**src/rtl/divider.sv**
```systemverilog
// Sequential radix-2 restoring divider: one quotient bit per cycle on operand
// magnitudes, sign fix-up afterwards, start/busy/done handshake.
module divider #(
  parameter int unsigned N = 32
) (
  input  logic         clk,
  input  logic         rst_n,
  input  logic         start,
  input  logic         is_signed,
  input  logic [N-1:0] dividend,
  input  logic [N-1:0] divisor,
  output logic         busy,
  output logic         done,
  output logic [N-1:0] quotient,
  output logic [N-1:0] remainder,
  output logic         div_zero
);

  localparam int unsigned CW = $clog2(N + 1);

  typedef enum logic [1:0] {IDLE, CALC, SIGN, DONE} state_t;

  state_t        state, state_nx;
  logic [CW-1:0] cnt;
  logic [N-1:0]  rem, quo, dsr;
  logic          neg_quo, neg_rem;

  logic          dvd_neg, dsr_neg;
  logic [N-1:0]  dvd_mag, dsr_mag;
  logic [N:0]    trial;

  always_comb begin
    dvd_neg = is_signed & dividend[N-1];
    dsr_neg = is_signed & divisor[N-1];
    dvd_mag = dvd_neg ? -dividend : dividend;
    dsr_mag = dsr_neg ? -divisor : divisor;
    // rem is always below the divisor magnitude, so an N+1 bit trial never wraps
    trial   = {rem, quo[N-1]} - {1'b0, dsr};
  end

  always_comb begin
    state_nx = state;
    case (state)
      IDLE: if (start) state_nx = (divisor == '0) ? DONE : CALC;
      CALC: if (cnt == CW'(1)) state_nx = SIGN;
      SIGN: state_nx = DONE;
      DONE: state_nx = IDLE;
      default: state_nx = IDLE;
    endcase
  end

  always_ff @(posedge clk or negedge rst_n) begin
    if (!rst_n) state <= IDLE;
    else        state <= state_nx;
  end

  always_ff @(posedge clk or negedge rst_n) begin
    if (!rst_n) begin
      busy      <= 1'b0;
      done      <= 1'b0;
      quotient  <= '0;
      remainder <= '0;
      div_zero  <= 1'b0;
      cnt       <= '0;
      rem       <= '0;
      quo       <= '0;
      dsr       <= '0;
      neg_quo   <= 1'b0;
      neg_rem   <= 1'b0;
    end else begin
      busy <= (state_nx == CALC) || (state_nx == SIGN);
      done <= (state_nx == DONE);
      case (state)
        IDLE: if (start) begin
          div_zero <= 1'b0;
          cnt      <= CW'(N);
          rem      <= '0;
          quo      <= dvd_mag;
          dsr      <= dsr_mag;
          neg_quo  <= dvd_neg ^ dsr_neg;
          neg_rem  <= dvd_neg;
          if (divisor == '0) begin
            quotient  <= '0;
            remainder <= dividend;
            div_zero  <= 1'b1;
          end
        end
        CALC: begin
          cnt <= cnt - CW'(1);
          if (!trial[N]) begin
            rem <= trial[N-1:0];
            quo <= {quo[N-2:0], 1'b1};
          end else begin
            rem <= {rem[N-2:0], quo[N-1]};
            quo <= {quo[N-2:0], 1'b0};
          end
        end
        SIGN: begin
          quotient  <= neg_quo ? -quo : quo;
          remainder <= neg_rem ? -rem : rem;
        end
        default: ;
      endcase
    end
  end

endmodule

```
**config.mk**
```make
export PLATFORM = sky130hd
export DESIGN_NAME = divider
export DESIGN_NICKNAME = d
export VERILOG_FILES = /design/src/rtl/divider.sv
export SDC_FILE = /design/constraint.sdc
export NUM_CORES = 1
export LEC_CHECK = 0
export ABC_AREA = 1
export BUFFER_PORTS_ARGS = -buffer_cell sky130_fd_sc_hd__buf_2
export CORE_MARGIN = 2
export CORE_UTILIZATION = 55
export DETAILED_ROUTE_END_ITERATION = 10
export PLACE_DENSITY = 0.77
export RECOVER_POWER = 50
export SLEW_MARGIN = 20
export SYNTH_ARGS = -nofsm -noshare
export SYNTH_HDL_FRONTEND = slang
export SYNTH_SLANG_ARGS = --single-unit
```
**constraint.sdc**
```tcl
create_clock -name clk -period 3 [get_ports clk]
set_input_delay 0.3 -clock clk [delete_from_list [all_inputs] [get_ports clk]]
set_output_delay 0.3 -clock clk [all_outputs]
set_load 0.01 [all_outputs]
```
Yosys cells after proc, flatten, opt, wreduce, memory -nomap -nowiden
Index checks and enable logic that the tools add are counted.

storage, ports and cells
  register bits = 173
  input bits = 68
  output and inout port bits = 67
  word-level logic and storage cells = 61

cells by class
  add/sub/neg operators = 6
  equality and inequality tests = 9
  muxes and demuxes = 23
  bitwise operators = 3
  reduce and logical (&&, ||, !) cells = 8

operators by type and width
  cell                                               number
  2-to-1 mux 32 bit                                  11
  case mux 32 bit (2 select lines)                   4
  negation 32 bit                                    4
  subtractor 33 x 32 -> 33 bit                       1
  logical NOT 32 bit                                 1
  case mux 6 bit (2 select lines)                    1
  == test 2 bit (second input constant)              4
  case mux 2 bit (4 select lines)                    1
  == test 6 x 1 -> 1 bit (second input constant)     1
  2-to-1 mux 2 bit                                   3
  2-to-1 mux 6 bit                                   1
  subtractor 6 x 1 -> 6 bit (second input constant)  1
  == test 2 x 1 -> 1 bit (second input constant)     2
  inequality test 2 bit (second input constant)      2
  AND reduction 2 bit                                2
  nonzero test 2 bit                                 2
  AND reduction 3 bit                                1
  AND 1 bit                                          2
  logical NOT 2 bit                                  1
  2-to-1 mux 1 bit                                   2
  logical OR 1 bit                                   1
  bitwise XOR 1 bit                                  1

Longest topological paths before layout
Gate-level depths: netlist (run 1).

  depth after elaboration = 6
  depth in mapped cells = 18
  depth with buffers taken out = 17

Least setup slack after synthesis (run 1)
No wires, ideal clock.

  kind = register to register
  start point = register quo[31]
  end point = register rem[15]
  library setup time = 0.117 ns
  arrival = 2.101 ns
  data required time = 2.883 ns
  slack = 0.782 ns
  stages on the path, launching flop included = 19
  buffers on the path = 1
  period minus slack after synthesis = 2.218 ns
  path through = dfrtp_1 -> inv_1 -> ha_1 -> fa_1 -> inv_1 -> nand2_1 -> nand2_1 -> nand3_1 -> nand2_2 -> nand2_4 -> nand2_4 -> nand2_4 -> nand2_4 -> nand2_4 -> nand2_4 -> buf_12 -> nand2_2 -> nand3_1 -> nand2_1

between the ends
  word-level cells in the longest chain between the ends = 3

ends and longest elaborated chain
  element                           RTL line  source
  from (decl)                       25        logic [N-1:0] rem, quo, dsr;
  from (signal assigned)            78        quo <= dvd_mag;
  from (signal assigned)            92        quo <= {quo[N-2:0], 1'b1};
  from (signal assigned)            95        quo <= {quo[N-2:0], 1'b0};
  subtractor 33 x 32 -> 33 bit      38        trial = {rem, quo[N-1]} - {1'b0, dsr};
  2-to-1 mux 32 bit                 90        if (!trial[N]) begin
  case mux 32 bit (2 select lines)  73        case (state)
  to (signal assigned)              91        rem <= trial[N-1:0];
  to (signal assigned)              94        rem <= {rem[N-2:0], quo[N-1]};
  to (decl)                         25

No other way between the ends.
A chain may end at the register's enable or synchronous reset.

Worst setup path in the final report (run 1)
  start point = register rem[0]
  end point = register rem[0]

between the ends
  word-level cells in the longest chain between the ends = 3

ends and longest elaborated chain
  element                           RTL line
  subtractor 33 x 32 -> 33 bit      38
  2-to-1 mux 32 bit                 90
  case mux 32 bit (2 select lines)  73

No other way between the ends.

==> results of run 1 <==
==> layer usage <==
metal / GRT usage / vias to the layer above
met2: 0.567 / 602
met4: 0.0856 / 0
met3: 0.0447 / 67
met5: 0 / -
li1: - / 6983
met1: 0.460 / 6677
==> cell usage in the layout, fill, tap and decap left out, types with 3 or more instances in the layout <==
cell and n:
o211ai_1 16, buf_2 66, nor2_1 161, o21bai_1 6, buf_4 17, or2_2 6, clkinv_8 3, inv_1 285
o21ai_1 4, nor3_1 31, clkbuf_1 68, nor2_2 6, o311ai_1 4, ha_1 39, nor3_2 3, xor2_1 40
nor2_4 3, nand2_2 22, xnor2_1 12, nand4_1 14, clkbuf_16 17, nand3_2 3, nand3_1 288, o221ai_1 3
inv_8 4, buf_12 4, dfrtp_1 173, o31ai_1 4, a21oi_1 65, nand3b_1 13, nand2_1 616, nor4_1 7
inv_2 8, o21ai_0 133, a22oi_1 29, nand2_4 8
==> cell families after synthesis <==
| logic type | Yosys count | synth area share |
|---|---|---|
| XOR/XNOR | 52 | 0.0337 |
| adder cells (fa/ha/maj) | 40 | 0.0376 |
| flip-flops | 173 | 0.320 |
| AO/OA/AOI/OAI | 275 | 0.117 |
| buffers and inverters | 365 | 0.105 |
| multiplexers | 1 | 0.000741 |
| AND/OR/NAND/NOR | 1190 | 0.385 |
==> synth_stat cells (all sizes together) (2+ instances only) <==
cell,n,share of area
a21oi,69,0.028
nand2,646,0.19
nor3,34,0.014
o311ai,4,0.0026
nand4,14,0.0065
o22ai,2,0.00093
xnor2,12,0.0078
ha,39,0.036
a22oi,29,0.016
dfrtp,173,0.32
and3,2,0.00093
o211ai,16,0.0089
clkbuf,44,0.012
nand3b,13,0.0072
or2,8,0.0037
inv,293,0.081
clkinv,2,0.00056
xor2,40,0.026
a31oi,2,0.00093
nor2,170,0.049
o221ai,3,0.0019
and2,2,0.00093
nand3,293,0.11
buf,26,0.011
o21ai,138,0.051
nor4,8,0.0042
o31ai,4,0.0022
o21bai,6,0.0033
==> state kept, by name, summed over array words and instances, names as in the netlist <==
signal and cells:
remainder 32, neg_quo 1, quotient 32, done 1, busy 1, state 2, cnt 6, neg_rem 1
div_zero 1, dsr 32, quo 32, rem 32
==> final cells by class <==
cell class                      count  area, sq um  share of cell area
Sequential cell                   173         4330               0.288
Clock inverter                     14          171              0.0114
Tap cell                          324          405              0.0270
Timing Repair Buffer              156          805              0.0535
Multi-Input combinational cell   1558         7780               0.518
Inverter                          295         1110              0.0738
Clock buffer                       18          429              0.0286
==> tightest hold or removal path: stages <==
cell     delay (ps)
buf_2           100
nand2_1          50
nand3_1          70
nand2_1          40
==> power groups by stage <==
stage	registers [mW]	clock network (mW)	logic [mW]
2_1_floorplan	4.47	0	8.73
3_3_place_gp	4.67	0	11.6
3_5_place_dp	4.71	0	11.8
4_1_cts	4.67	2.29	11.9
5_1_grt	4.85	2.39	13.5
6_report	4.75	2.28	11.9
==> final timing paths <==
check                                            to  depth (start not counted)  slack [ps]                 from
max                              rem[0]$_DFFE_PN0P_                         16         340   rem[0]$_DFFE_PN0P_
min                             dsr[30]$_DFFE_PN0P_                          4         150          divisor[30]
max reg2reg                      rem[0]$_DFFE_PN0P_                         16         340   rem[0]$_DFFE_PN0P_
min reg2reg                     dsr[30]$_DFFE_PN0P_                          2         490  dsr[30]$_DFFE_PN0P_
max in group asynchronous  quotient[17]$_DFFE_PN0P_                          2         730                rst_n
min in group asynchronous  remainder[3]$_DFFE_PN0P_                          2        1010                rst_n
==> per-stage QoR <==
step	worst slack (ps)	hold WS, ps
2_1_floorplan	782	4.41
3_3_place_gp	514	402
3_5_place_dp	444	403
4_1_cts	420	146
5_1_grt	215	171
6_report	337	149
==> flow_summary.yaml, run 1 <==
grt:
  grt_max_degree: 80
  grt_antenna_before_repair: 0
  grt_pass1_vias: 13200
  track_usage: 0.336
  overflow: 0
  grt_pass1_wl_um: 69000
yosys:
  synth_fp_nets: 2204
  async_flop_share: 1.00
  synth.cell_area_sq_mm: 0.0135
  syn-instance-count: 2096
  ys_seq_area_frac: 0.320
  synth_edf_count: 0
  synth_seq_cells: 173
  avgSynthCellArea_sq_um: 6.44
  yosysWarnings: 0
  yosysUniqueCellTypes: 51
  synth_top_flop_cell: "dfrtp_1"
power:
  pwr-share-clk: 0.120
  power_density_mw_per_mm2: 1260
  pwr-share-seq: 0.250
  cellLeakagePower_nw: 7.73
  switching_power_mw: 10.3
  power.total_mw: 19.0
  switching_share: 0.543
  ir_drop_mv: 0.564
  p_int_mw: 8.68
  p_comb_frac: 0.629
floorplanning:
  rows: 57
  io_pins: 135
  start_util: 0.557
  dieArea_sq_mm: 0.0258
  die-width_um: 161
  core_sq_mm: 0.0242
  die_y_um: 161
cts:
  cts_tree: "done"
  clk_pin_slew_ps: 80
  cts_max_level: 4
  cts_max_path_buffers: 2
  ctsHoldBuffers: 1
  clock_latency_ps: 440
  cts_resized: 0
  cts_sinks: 173
  cts_inserted_buffers: 17
  postCtsSetupBuffers: 0
  root_buffer: "clkbuf_16"
outcome:
  violations: "max-capacitance violations, max-slew violations"
  status: "finished with violations"
critical_path:
  slowest_delay_ps: 510
  worst_path_most_repeated_cell: "nand2_4"
  start_kind: "flop"
  cpMaxStageDelayCell: "dfrtp_1"
  critPathTopFamily: "simple AND/OR/NAND/NOR gates"
  setup.worst_path.end_class: "flop"
  crit_required_ps: 3320
  cp_num_buf_inv: 2
  path_class: "flop to flop"
  path_max_fanout: 18
  arrival_ps: 2980
  cp_cell_sequence: "inv_1 -> fa_1 -> inv_1 -> nand2_1 -> nand2_1 -> nand3_1 -> nand2_2 -> nand2_4 -> nand2_4 -> nand2_4 -> nand2_4 -> nand2_4 -> nand2_4 -> nand2_1 -> nand3_1 -> nand2_1"
sta:
  tns_ps: 0
  setup_viol_count_final: 0
  fin_crit_sh: 0.888
  period_needed_ps: 2660
  rsz0062_at_grt: "no"
  drv_slew: 78
  hold_viol: 0
  clock.fmax_mhz: 376
  slew_headroom: -0.406
  worst_pin_slew_ps: 2110
  fin_skew_ps: 16.6
finish:
  fillers: 2345
  final_util: 0.620
  final_area_sq_mm: 0.0150
  syn2layout_area_growth_pct: 11.3
  antennaDiodeCount: 0
  drive_gt1_frac: 0.0845
  nNetsFinal: 2309
  layout.cells.non_filler: 2538
placed_design:
  dp.cells: 2505
  hpwl_um: 33900
  dpl_cell_area_sq_mm: 0.0145
  portBuffers: 134
  place.gp.congestion: 0.988
route:
  via_per_inst: 5.65
  wl_um: 43500
  postRouteAntennaNets: 0
  drtIter0Drc: 1543
  wl_met1_um: 19100
  dr.max_layer_used: "met4"
  drc: 0
  wl_met3_um: 3130
  dr_total_vias: 14300
  wire_per_inst_um: 17.1
  drtPass1Iterations: 6
  met2_length_um: 20300
run:
  maxCapViolCount: 1
worst_hold_path:
  hold_class: "primary input to flop"
Note: power is estimated with default switching activity, not from simulation.
==> inputs of run 2 (changes only) <==
- CORE_UTILIZATION: 55 -> 60
- PLACE_DENSITY: 0.77 -> 0.83
- clock period: 3 -> 2.73 ns (I/O delays scaled with it)
==> flow_summary.yaml, run 2 (synthesis results as in run 1) <==
cts:
  cts_sinks: 173
  cts_tree: "done"
  root_buffer: "clkbuf_16"
  cts_max_path_buffers: 2
  cts_max_level: 4
  postCtsSetupBuffers: 0
  clk_pin_slew_ps: 70
  clock_latency_ps: 430
  cts_inserted_buffers: 17
sta:
  rsz0062_at_grt: "no"
  fin_skew_ps: 15.3
  clock.fmax_mhz: 398
  worst_pin_slew_ps: 1280
  slew_headroom: 0.148
  setup_viol_count_final: 0
  hold_viol: 0
  period_needed_ps: 2520
  drv_slew: 0
  whs_ps: 133
  fin_crit_sh: 0.921
  tns_ps: 0
floorplanning:
  io_pins: 135
  die-width_um: 154
  die_y_um: 154
  core_sq_mm: 0.0220
  start_util: 0.615
  dieArea_sq_mm: 0.0237
  rows: 54
finish:
  fillers: 2014
  layout.cells.non_filler: 2505
  final_common_cell: "nand2_1"
  syn2layout_area_growth_pct: 11.7
  final_cell_mix: "nand2_1 (616), nand3_1 (288), inv_1 (285), dfrtp_1 (172), nor2_1 (161)"
  nNetsFinal: 2321
  antennaDiodeCount: 0
  final_util: 0.687
  drive_gt1_frac: 0.105
critical_path:
  crit_required_ps: 3050
  setup.worst_path.end_class: "flop"
  rrSetupSlack_ps: 210
  path_class: "flop to flop"
  start_kind: "flop"
  rr_worst_depth: 17
  timing.rr.end: "rem[3]$_DFFE_PN0P_"
  r2r-start: "quo[31]$_DFFE_PN0P_"
  path_max_fanout: 18
  arrival_ps: 2830
route:
  wl_um: 43400
  drtIter0Drc: 1356
  dr_total_vias: 14300
  drc: 0
  wire_per_inst_um: 17.3
  via_per_inst: 5.72
  postRouteAntennaNets: 0
  drtPass1Iterations: 6
placed_design:
  place.gp.congestion: 0.990
  dp.cells: 2473
  portBuffers: 134
  hpwl_um: 33900
power:
  power_density_mw_per_mm2: 1400
  cellLeakagePower_nw: 7.85
  ir_drop_mv: 0.758
outcome:
  status: "completed"
run:
  maxCapViolCount: 0
grt:
  grt_pass1_vias: 13300
  grt_max_degree: 72
  grt_antenna_before_repair: 1
  grt_pass1_wl_um: 69000
  track_usage: 0.368
  overflow: 0
worst_hold_path:
  min_path_cells: 3
  hold_class: "primary input to flop"
  min_to: "remainder[0]$_DFFE_PN0P_"
  min-delay-start: "dividend[0]"
[run 2: cell types whose count changed in the layout (fill, tap and decap cells not counted), moves of 2 or more]
cell	before	now
buf_2	66	100
buf_4	17	29
clkbuf_1	68	34
clkinv_8	3	0
inv_6	2	5
inv_8	4	1
nand2_4	8	6
nand2_8	0	2
[run 2: how the worst max path moves through the flow]
stage | from | to | slack (ps) | cells past startpoint
after global routing | rst_n | dsr[21]$_DFFE_PN0P_ | 20 | 3
after global placement | rem[0]$_DFFE_PN0P_ | rem[1]$_DFFE_PN0P_ | 280 | 16
after detailed placement | quo[31]$_DFFE_PN0P_ | rem[3]$_DFFE_PN0P_ | 170 | 17
after floorplan | quo[31]$_DFFE_PN0P_ | rem[15]$_DFFE_PN0P_ | 510 | 18
after CTS | quo[31]$_DFFE_PN0P_ | rem[3]$_DFFE_PN0P_ | 160 | 17
final | quo[31]$_DFFE_PN0P_ | rem[3]$_DFFE_PN0P_ | 210 | 17
[run 2: final cells by class]
cell class | count | area [sq um] | area share
Timing Repair Buffer | 168 | 925 | 0.0613
Inverter | 295 | 1110 | 0.0734
Clock buffer | 18 | 429 | 0.0284
Multi-Input combinational cell | 1558 | 7800 | 0.517
Clock inverter | 13 | 153 | 0.0101
Sequential cell | 173 | 4330 | 0.287
Tap cell | 280 | 350 | 0.0232
[run 2: report_power, final]
part,switching (mW),internal (mW)
Combinational,9.00,4.59
Clock,1.11,1.37
Sequential,1.20,3.84
Total,11.3,9.80
[run 2: per-stage QoR]
stage | cell area, sq um | worst slack [ps] | total power, mW
final | 15100 | 215 | 21.1
after global routing | 15100 | 19.8 | 23.1
after CTS | 15100 | 156 | 20.8
after detailed placement | 14500 | 167 | 18.3
after global placement | 14500 | 283 | 18.0
after floorplan | 13500 | 512 | 14.5
[run 2: worst max-delay path, cell delays in order (launching register included)]
cell	delay [ps]
dfrtp_1	380
inv_1	100
ha_1	230
fa_1	380
inv_1	90
nand2_1	60
nand2_1	80
nand3_1	80
nand2_2	130
nand2_4	70
nand2_4	70
nand2_4	80
nand2_4	100
nand2_4	140
nand2_8	190
nand2_1	80
nand3_1	80
nand2_1	70
[run 2: per-layer routing]
metal,GRT usage,vias up,wire length [um]
met5,0,-,13
met4,0.164,2,1930
met3,0.0609,104,3650
met2,0.589,678,19500
met1,0.494,6555,18300
li1,-,6994,-
[run 2: repair_timing]
action / in CTS / in global routing
gates resized for setup: 0 / 3
hold buffers: 1 / 0
endpoints found under the setup margin: 0 / 28
hold endpoints to repair: 48 / 0
==> inputs of run 3 (changes only) <==
- CORE_ASPECT_RATIO: default -> 1.4
- CORE_MARGIN: 2 -> default
==> flow_summary.yaml, run 3 (synthesis results as in run 1) <==
sta:
  whs_ps: 129
  clock.fmax_mhz: 397
  period_needed_ps: 2520
  hold_viol: 0
  drv_slew: 69
  slew_headroom: -0.178
  fin_crit_sh: 0.922
  setup_viol_count_final: 0
  fin_skew_ps: 9.39
  worst_pin_slew_ps: 1770
  rsz0062_at_grt: "no"
  tns_ps: 0
placed_design:
  portBuffers: 134
  dpl_cell_area_sq_mm: 0.0145
  hpwl_um: 34000
  place.gp.congestion: 1.00
power:
  switching_share: 0.539
  p_comb_frac: 0.640
  pwr-share-seq: 0.247
  ir_drop_mv: 0.765
  p_int_mw: 9.52
  power.total_mw: 20.7
  switching_power_mw: 11.2
  pwr-share-clk: 0.112
  power_density_mw_per_mm2: 1380
  cellLeakagePower_nw: 7.75
grt:
  grt_antenna_before_repair: 0
  grt_max_degree: 70
  overflow: 0
  grt_pass1_wl_um: 68500
  track_usage: 0.384
  grt_pass1_vias: 13700
route:
  postRouteAntennaNets: 0
  wl_um: 43000
  wire_per_inst_um: 17.0
  via_per_inst: 5.69
  drc: 0
  drtPass1Iterations: 6
  dr_total_vias: 14400
  drtIter0Drc: 1202
critical_path:
  path_class: "flop to flop"
  rr_worst_depth: 17
  setup.worst_path.end_class: "flop"
  crit_required_ps: 3070
  start_kind: "flop"
  arrival_ps: 2860
  path_max_fanout: 18
  timing.rr.end: "rem[1]$_DFFE_PN0P_"
  r2r-start: "quo[31]$_DFFE_PN0P_"
  rrSetupSlack_ps: 210
floorplanning:
  core_sq_mm: 0.0219
  rows: 64
  io_pins: 135
  start_util: 0.616
  die-width_um: 129
  die_y_um: 180
  dieArea_sq_mm: 0.0231
finish:
  final_area_sq_mm: 0.0150
  final_cell_mix: "nand2_1 (616), nand3_1 (288), inv_1 (285), dfrtp_1 (173), nor2_1 (161)"
  syn2layout_area_growth_pct: 11.0
  drive_gt1_frac: 0.0903
  nNetsFinal: 2321
  final_common_cell: "nand2_1"
  antennaDiodeCount: 0
cts:
  cts_max_path_buffers: 2
  cts_sinks: 173
  clock_latency_ps: 460
  root_buffer: "clkbuf_16"
  postCtsSetupBuffers: 0
  clk_pin_slew_ps: 80
  cts_inserted_buffers: 17
  cts_tree: "done"
  cts_max_level: 4
outcome:
  violations: "max-capacitance violations, max-slew violations"
  status: "finished with violations"
worst_hold_path:
  min_path_cells: 3
  min_to: "remainder[10]$_DFFE_PN0P_"
  hold_class: "primary input to flop"
  min-delay-start: "dividend[10]"
run:
  maxCapViolCount: 1
-- run 3: cell count changes in the layout (fill, tap and decap cells not counted), moves of 2 or more --
| cell | before | now |
|---|---|---|
| buf_4 | 29 | 31 |
| buf_12 | 3 | 1 |
| clkbuf_1 | 34 | 66 |
| bufinv_16 | 2 | 0 |
| clkinv_2 | 2 | 4 |
| buf_2 | 100 | 68 |
-- run 3: worst max-delay path, stage by stage (launching register included) --
cell and delay [ps]:
dfrtp_1 380, inv_1 90, ha_1 230, fa_1 380
inv_1 90, nand2_1 70, nand2_1 80, nand3_1 90
nand2_2 130, nand2_4 60, nand2_4 60, nand2_4 80
nand2_4 90, nand2_4 140, nand2_8 190, nand2_1 90
nand3_1 80, nand2_1 50
-- run 3: layout make-up --
type | count | area (sq um)
multi-input combinational | 1558 | 7790
fill | 2105 | 6950
sequential | 173 | 4330
inverter | 295 | 1110
timing repair buffer | 168 | 857
clock buffer | 18 | 429
tap | 297 | 372
clock inverter | 14 | 110
-- run 3: per-layer routing --
metal | GRT usage | up-vias | wire, um
met3 | 0.0539 | 153 | 2390
met5 | 0 | - | 0
met4 | 0.298 | 0 | 3530
met2 | 0.662 | 553 | 21400
met1 | 0.418 | 6641 | 15700
li1 | - | 7007 | -
-- run 3: worst max-delay path by stage --
| stage | startpoint | endpoint | slack (ps) | depth (start not counted) |
|---|---|---|---|---|
| 4_1_cts | quo[31]$_DFFE_PN0P_ | rem[1]$_DFFE_PN0P_ | 170 | 17 |
| 5_1_grt | quo[0]$_DFFE_PN0P_ | quotient[30]$_DFFE_PN0P_ | 10 | 11 |
| 6_report | quo[31]$_DFFE_PN0P_ | rem[1]$_DFFE_PN0P_ | 210 | 17 |
| 2_1_floorplan | quo[31]$_DFFE_PN0P_ | rem[15]$_DFFE_PN0P_ | 510 | 18 |
| 3_3_place_gp | quo[31]$_DFFE_PN0P_ | rem[1]$_DFFE_PN0P_ | 290 | 17 |
| 3_5_place_dp | quo[31]$_DFFE_PN0P_ | rem[1]$_DFFE_PN0P_ | 190 | 17 |
-- run 3: repair_timing --
action                                  CTS  global route
endpoints found under the setup margin    0             6
hold endpoints to repair                 66             0
hold buffers                              1             0
resized for setup                         0             1
-- run 3: stage by stage --
step / instances / util / setup slack [ps]
after floorplan: 2096 / - / 512
after global placement: 2490 / 0.662 / 293
after detailed placement: 2490 / 0.662 / 194
after CTS: 2523 / 0.687 / 174
after global routing: 2523 / 0.683 / 11.1
final: 2523 / 0.683 / 213
-- run 3: power by group through the flow --
stage / combinational [mW] / clock [mW] / sequential, mW
after floorplan: 9.59 / 0 / 4.91
after global placement: 12.8 / 0 / 5.04
after detailed placement: 13.1 / 0 / 5.09
after CTS: 13.2 / 2.32 / 5.05
after global routing: 14.9 / 2.43 / 5.26
final: 13.2 / 2.32 / 5.12
